===== config.mk =====
export PLATFORM = sky130hd
export DESIGN_NAME = uart_rx_buffer
export DESIGN_NICKNAME = d
export VERILOG_FILES = /design/src/rtl/uart_rx_buffer.sv
export SDC_FILE = /design/constraint.sdc
export NUM_CORES = 1
export LEC_CHECK = 0
export CAP_MARGIN = 5
export CORE_ASPECT_RATIO = 2
export CORE_MARGIN = 10
export CORE_UTILIZATION = 50
export DETAILED_ROUTE_END_ITERATION = 16
export PLACE_DENSITY = 0.66
export SYNTH_ARGS = -nofsm -noshare
export SYNTH_HDL_FRONTEND = slang
export SYNTH_SLANG_ARGS = --single-unit

===== constraint.sdc =====
create_clock -name aclk -period 5.7 [get_ports aclk]
set_input_delay 1.425 -clock aclk [delete_from_list [all_inputs] [get_ports aclk]]
set_output_delay 1.425 -clock aclk [all_outputs]
set_load 0.01 [all_outputs]

===== src/rtl/uart_rx_buffer.sv =====
// Receive-side frame FIFO between the UART receiver and the APB bridge.
// Edge-detects rx_done, stores {error, data} first-word-fall-through, tracks sticky overrun.
module uart_rx_buffer #(
   parameter int unsigned DEPTH    = 16,
   parameter int unsigned DATA_W   = 8,
   parameter int unsigned ERR_W    = 3,
   parameter int unsigned AF_LEVEL = 12
) (
   input  logic                     aclk,
   input  logic                     areset_n,
   input  logic                     rx_done,
   input  logic [DATA_W-1:0]        rx_data,
   input  logic [ERR_W-1:0]         rx_error,
   input  logic                     rd_en,
   input  logic                     flush,
   input  logic                     clr_overrun,
   output logic [DATA_W-1:0]        rd_data,
   output logic [ERR_W-1:0]         rd_error,
   output logic                     empty,
   output logic                     full,
   output logic                     almost_full,
   output logic [$clog2(DEPTH):0]   count,
   output logic                     overrun
);

   localparam int unsigned AW = $clog2(DEPTH);
   localparam int unsigned CW = AW + 1;
   localparam int unsigned EW = DATA_W + ERR_W;

   logic [EW-1:0] mem_q [DEPTH];
   logic [AW-1:0] wr_ptr_q, wr_ptr_d;
   logic [AW-1:0] rd_ptr_q, rd_ptr_d;
   logic [CW-1:0] count_q, count_d;
   logic          overrun_q, overrun_d;
   logic          rx_done_q;

   logic          push_c;
   logic          pop_ok_c;
   logic          push_ok_c;
   logic          drop_c;
   logic [EW-1:0] head_c;

   // Flags decode straight from the registered count so they never glitch.
   assign empty       = (count_q == '0);
   assign full        = (count_q == CW'(DEPTH));
   assign almost_full = (count_q >= CW'(AF_LEVEL));
   assign count       = count_q;
   assign overrun     = overrun_q;

   assign push_c    = rx_done & ~rx_done_q;
   assign pop_ok_c  = rd_en & ~empty;
   assign push_ok_c = push_c & (~full | pop_ok_c);
   assign drop_c    = push_c & full & ~pop_ok_c & ~flush;

   assign head_c   = mem_q[rd_ptr_q];
   assign rd_data  = empty ? '0 : head_c[DATA_W-1:0];
   assign rd_error = empty ? '0 : head_c[EW-1:DATA_W];

   // Pointer, occupancy and overrun next-state; flush overrides push/pop.
   always_comb begin
      wr_ptr_d  = wr_ptr_q;
      rd_ptr_d  = rd_ptr_q;
      count_d   = count_q;
      overrun_d = overrun_q;
      if (flush) begin
         wr_ptr_d = '0;
         rd_ptr_d = '0;
         count_d  = '0;
      end else begin
         if (push_ok_c) wr_ptr_d = wr_ptr_q + AW'(1);
         if (pop_ok_c)  rd_ptr_d = rd_ptr_q + AW'(1);
         case ({push_ok_c, pop_ok_c})
            2'b10:   count_d = count_q + CW'(1);
            2'b01:   count_d = count_q - CW'(1);
            default: count_d = count_q;
         endcase
      end
      if (drop_c)           overrun_d = 1'b1;
      else if (clr_overrun) overrun_d = 1'b0;
   end

   always_ff @(posedge aclk or negedge areset_n) begin
      if (!areset_n) begin
         wr_ptr_q  <= '0;
         rd_ptr_q  <= '0;
         count_q   <= '0;
         overrun_q <= 1'b0;
         rx_done_q <= 1'b0;
      end else begin
         wr_ptr_q  <= wr_ptr_d;
         rd_ptr_q  <= rd_ptr_d;
         count_q   <= count_d;
         overrun_q <= overrun_d;
         rx_done_q <= rx_done;
      end
   end

   // Storage is not reset; the empty gate hides stale entries.
   always_ff @(posedge aclk) begin
      if (push_ok_c && !flush) mem_q[wr_ptr_q] <= {rx_error, rx_data};
   end

endmodule


==> metrics, run 1 <==
GR Overflow Total 0; htree depth 4; Yosys cell types 35; peak supply drop between 0.2 and 0.25 mV; warnings from Yosys 0; initial antenna violation count 0; CTS resizes 0; final hold violation count 0; Area Growth Syn to Fin 14.36%; total CTS buffers 17; clock sinks 191; Worst Hold Class flip-flop to flip-flop; critical path peak fanout 21; highest-count cells in the layout ignoring fill and taps edfxtp_1 (176), mux4_2 (44), clkdlybuf4s50_1 (36); post-synthesis xor/xnor area fraction 1.142%; row count 64; Root Buffer clkbuf_16; global-route wire length before repair 24.43 mm; Peak Freq 215.7 MHz; Final setup viols 0; largest net degree at the start of global routing 48; CP Capture Type output port; most common cell after layout, fill and taps aside edfxtp_1; routability-driven placement congestion ratio between 0.8 and 0.9; I/O Buffers 36; n_diodes 0; pre-CTS setup slack about 1400 ps; max cap viols 0; Worst-path clk slew 70 ps; Final min period 4637 ps; register area share after synthesis roughly 74%; DR DRC count 0; total track usage 16.39%; synthesized cell area roughly 7700 sq um; Slew @ Worst Pin 1159 ps; vias in the first global route 3940; Worst Clk Skew slightly above 9 ps; Die Height 195.1 um; Critical Path AT ~3200 ps; post-CTS setup buffers 0; post-DP HPWL around 11 mm; Core ar. 15210 sq um; Post-synth EDFFs 176; worst setup margin 1063 ps; main combinational cell family by area after synthesis multiplexers; hold-fix buffers at CTS 0; Pwr per Cell Area 408.5 nW/um^2; Initial Util 50.40%; Async S/R FF share, synth 7.853%; Rel. slew slack 22.43%; die width 107.6 um; mux cell area share after synthesis 16.19%; Net count, final 450; layout cell share with drive strength beyond 1 roughly a fifth; post-synthesis area per instance 19.71 sq um; latest clock arrival within the worst-skew pair 430 ps; Syn Inst Count 389; Synth Area in Adders 1.142%; final setup TNS 0 ps; Mapped Nets 413; 1st-pass router iterations 4; Synth Area in Compound Gates 2.415%; outcome completed; fin crit share 81.35%; clk buf depth 2; initial DRC count 227; CP Class flip-flop to output port; LEAKAGE 2.738 nW; Final Slew Violations 0; IO Pins 37; Primary FF master, synth edfxtp_1; RSZ-0062 raised after global routing false; Core Util, Final 57.64%; startpoint type of the worst setup path flip-flop; drt wl/cell approximately 26 um; die area 20990 sq um; Post-DRT Antenna Nets 0; synthesized flop and latch total ~190; average via count per standard cell 5.812; post-synthesis simple-gate area fraction under 10%; Required @ worst endpoint 4280 ps; routed vias 3702; Routed WL approximately 17 mm; CTS tree built
-- power breakdown --
part	total, mW	internal, mW	leakage, nW	switching (mW)
combinational	0.833	0.424	0.695	0.409
sequential	1.65	1.55	1.78	0.0953
clock	1.10	0.614	0.260	0.487
-- synth_stat cells, types with 2 or more instances --
| master | n | share of area, % |
|---|---|---|
| buf_2 | 8 | 0.52 |
| xor2_1 | 6 | 0.69 |
| nand4_1 | 2 | 0.16 |
| a21oi_1 | 4 | 0.26 |
| nand2b_1 | 4 | 0.33 |
| nor2_1 | 28 | 1.4 |
| nand2_1 | 12 | 0.59 |
| dfrtp_1 | 15 | 4.9 |
| mux2i_1 | 25 | 3.3 |
| o32ai_1 | 2 | 0.23 |
| nor3_1 | 4 | 0.26 |
| mux4_2 | 44 | 13 |
| o22ai_1 | 11 | 0.90 |
| xnor2_1 | 4 | 0.46 |
| inv_1 | 6 | 0.29 |
| ha_1 | 7 | 1.1 |
| nand3_1 | 4 | 0.26 |
| a31oi_1 | 2 | 0.16 |
| clkbuf_1 | 10 | 0.49 |
| edfxtp_1 | 176 | 69 |
-- cell type report --
type | instances | area, sq um
Tap cell | 198 | 247.7
Multi-Input combinational cell | 171 | 1906
Timing Repair Buffer | 39 | 382.9
Inverter | 6 | 22.52
Clock inverter | 10 | 93.84
Sequential cell | 191 | 5663
Clock buffer | 22 | 454.2
Fill cell | 1163 | 6445
-- worst max-delay path, cell delays in order (launching register included) --
cell and delay, ps:
dfrtp_2 810, buf_4 390, mux4_2 600, mux2i_1 270, o22ai_1 140, clkdlybuf4s50_1 550
-- flip-flops by register name, indices dropped and copies added (netlist names) --
name,flops
rd_ptr_q,4
overrun,1
wr_ptr_q,4
count,5
mem_q,176
rx_done_q,1
-- final timing paths --
path / startpoint / endpoint / slack (ps) / cells after the start
min: overrun$_DFFE_PN0P_ / overrun$_DFFE_PN0P_ / 540 / 2
max in group asynchronous: areset_n / rd_ptr_q[0]$_DFFE_PN0P_ / 3750 / 1
max: rd_ptr_q[0]$_DFFE_PN0P_ / rd_data[3] / 1060 / 5
min in group asynchronous: areset_n / rd_ptr_q[1]$_DFFE_PN0P_ / 1440 / 1
max reg2reg: count[1]$_DFFE_PN0P_ / mem_q[11][1]$_DFFE_PP_ / 2930 / 5
min reg2reg: overrun$_DFFE_PN0P_ / overrun$_DFFE_PN0P_ / 540 / 2
-- metal layers --
layer	up-vias	track usage [%]	wire length, um
li1	1643	-	-
met1	1905	16.66	5444
met2	120	29.72	9396
met3	34	2.935	832
met4	0	9.950	838
met5	-	0	0
-- through the flow --
step	power [mW]	instance area (sq um)	hold slack, ps	std cells
after detailed placement	2.536	8222	542.8	605
after global placement	2.528	8222	545.3	605
after CTS	3.625	8770	549.0	637
final	3.583	8770	541.9	637
after global routing	3.719	8770	584.8	637
after floorplan	2.161	7669	537.4	389
-- cells by family after synthesis --
logic type / Yosys count
mux: 69
buf+inv: 27
simple gates: 60
compound gates: 25
flops: 191
fa+ha+maj: 7
xor+xnor: 10
Power figures use the tool's default switching activity.
==> run 2: changes to the inputs <==
Clock period 5.7 ns to 4.8 ns, I/O delays scaled along.
==> run 2 against run 1 <==
Final area up 2.0%. Power increased by 19%. Global-route usage shrank 0.28 points. Critical path depth did not move. Largest power group unchanged. Via count is 2.2% higher. Die area unchanged. Non-clock buffer count grew 19. Clock power increased by 23%. Sequential share of layout area decreased by 1.3 points. Sequential power up 16%.
==> metrics, run 2 (synthesized netlist as in run 1, its figures left out) <==
final setup TNS 0 ps (unchanged); Peak Freq 241.3 MHz; max FFs per register 176 (unchanged); initial antenna violation count 0 (unchanged); total track usage 16.11% (-0.28 points); initial DRC count 175 (-23%); routability-driven placement congestion ratio 0.8219 (-1.9%); CP Capture Type output port; htree depth 4 (unchanged); Gate power share 23.4% (+0.2 points); clock sinks 191 (unchanged); Final Slew Violations 0 (unchanged); CTS resizes 0 (unchanged); hold depth 2 (unchanged); row count 64 (unchanged); startpoint type of the worst setup path flip-flop; die area 20990 sq um (unchanged); peak supply drop 0.2569 mV (+26%); largest net degree at the start of global routing 48 (unchanged); Area Growth Syn to Fin 16.64%; worst setup margin 655.3 ps (-407.7 ps); Final min period 4145 ps; Worst Clk Skew 11.87 ps (+2.786 ps); most common cell after layout, fill and taps aside edfxtp_1; I/O Buffers 36 (unchanged); post-DP HPWL 10.57 mm (-8.0%); Core ar. 15210 sq um (unchanged); LEAKAGE 2.868 nW (+4.7%); Overall Power 4.250 mW (+19%); FF+latch area 5663 sq um (unchanged); final hold violation count 0 (unchanged); pre-CTS setup slack 1106 ps (-281.2 ps); Worst-path clk slew 70 ps (about the same); footprint of the multi-input gates 1906 sq um (unchanged); Post-DRT Antenna Nets 0 (unchanged); highest-count cells in the layout ignoring fill and taps edfxtp_1 (176), mux4_2 (44), clkdlybuf4s50_1 (36); Worst Hold Class flip-flop to flip-flop; CP Class flip-flop to output port; sequential power share 44.9% (-1.2 points); Die Height 195.1 um (unchanged); routed vias 3785 (+2.2%); outcome completed; Largest Register mem_q; 1st-pass router iterations 4 (unchanged); drt wl/cell 24.48 um (-5.6%); RSZ-0062 raised after global routing false; Fill cells 1160 (-0.26%); Required @ worst endpoint 3600 ps (-680 ps); Core Util, Final 58.79% (+1.2 points); Net count, final 469 (+4.2%); Final setup viols 0 (unchanged); max cap viols 0 (unchanged); total CTS buffers 17 (unchanged); Pwr per Cell Area 475.2 nW/um^2 (+16%); GR Overflow Total 0 (unchanged); IO Pins 37 (unchanged); Critical Path AT 2940 ps (-270 ps); Rel. slew slack 52.02% (+30 points); n_diodes 0 (unchanged); vias in the first global route 4168 (+5.8%); Slew @ Worst Pin 717.5 ps (-441.8 ps); post-CTS setup buffers 0 (unchanged); cell internal pwr 3.069 mW (+18%); switching part of the total 27.80% (+0.15 points); global-route wire length before repair 24.67 mm (+0.96%); DR DRC count 0 (unchanged); Clk pwr share 31.7% (+1.0 points); critical path peak fanout 11 (-48%); clk buf depth 2 (unchanged); cells on worst reg2reg path 8 (+3); CTS tree built; fin crit share 86.35%; average via count per standard cell 5.770 (-0.72%); hold-fix buffers at CTS 0 (unchanged); die width 107.6 um (unchanged); layout cell share with drive strength beyond 1 24.24% (+4.2 points); switching power 1.181 mW (+19%); Initial Util 50.40% (unchanged); latest clock arrival within the worst-skew pair 430 ps (about the same); Root Buffer clkbuf_16; Routed WL 16.06 mm (-2.7%)
## run 2: cell types whose count changed in the layout (fill, tap and decap cells not counted), sizes merged
cell / delta
clkbuf: -3
buf: +19
bufinv: -1
inv: +8
clkinv: -1
clkinvlp: -3
## run 2: worst max-delay path, stage by stage (launching register included)
cell	delay, ps
dfrtp_1	480
nor4_4	570
nand2_1	180
nand2b_1	550
o22ai_1	190
clkdlybuf4s50_1	540
## run 2: layer usage
metal | track usage [%] | routed length (um) | vias up
met5 | 0 | 0 | -
met4 | 7.065 | 431 | 0
met3 | 3.265 | 795 | 23
met2 | 28.97 | 9093 | 113
met1 | 17.54 | 5738 | 1969
li1 | - | - | 1680
## run 2: stage by stage
stage / hold slack [ps] / area [sq um] / cells
finish: 529.3 / 8945 / 656
global route: 547.9 / 8945 / 656
CTS: 539.4 / 8945 / 656
detailed placement: 529.4 / 8377 / 624
floorplan: 537.4 / 7669 / 389
global placement: 519.7 / 8377 / 624
## run 2: power groups by stage
stage / logic [mW] / clock network, mW / registers [mW]
6_report: 0.996 / 1.35 / 1.91
5_1_grt: 1.08 / 1.43 / 1.91
4_1_cts: 1.02 / 1.37 / 1.91
3_5_place_dp: 1.02 / 0 / 1.95
3_3_place_gp: 1.00 / 0 / 1.94
2_1_floorplan: 0.651 / 0 / 1.91
## run 2: area by class of cell
class / instances / area share [%]
Sequential cell: 191 / 63.31
Inverter: 6 / 0.2518
Tap cell: 198 / 2.770
Clock inverter: 13 / 1.287
Multi-Input combinational cell: 171 / 21.30
Clock buffer: 19 / 5.064
Timing Repair Buffer: 58 / 6.015
## run 2: worst paths after layout
kind	from	end	slack [ps]
min in group asynchronous	areset_n	count[3]$_DFFE_PN0P_	1200
min reg2reg	overrun$_DFFE_PN0P_	overrun$_DFFE_PN0P_	530
max	count[2]$_DFFE_PN0P_	rd_error[2]	660
max in group asynchronous	areset_n	rd_ptr_q[0]$_DFFE_PN0P_	3110
max reg2reg	count[2]$_DFFE_PN0P_	count[4]$_DFFE_PN0P_	2120
min	overrun$_DFFE_PN0P_	overrun$_DFFE_PN0P_	530
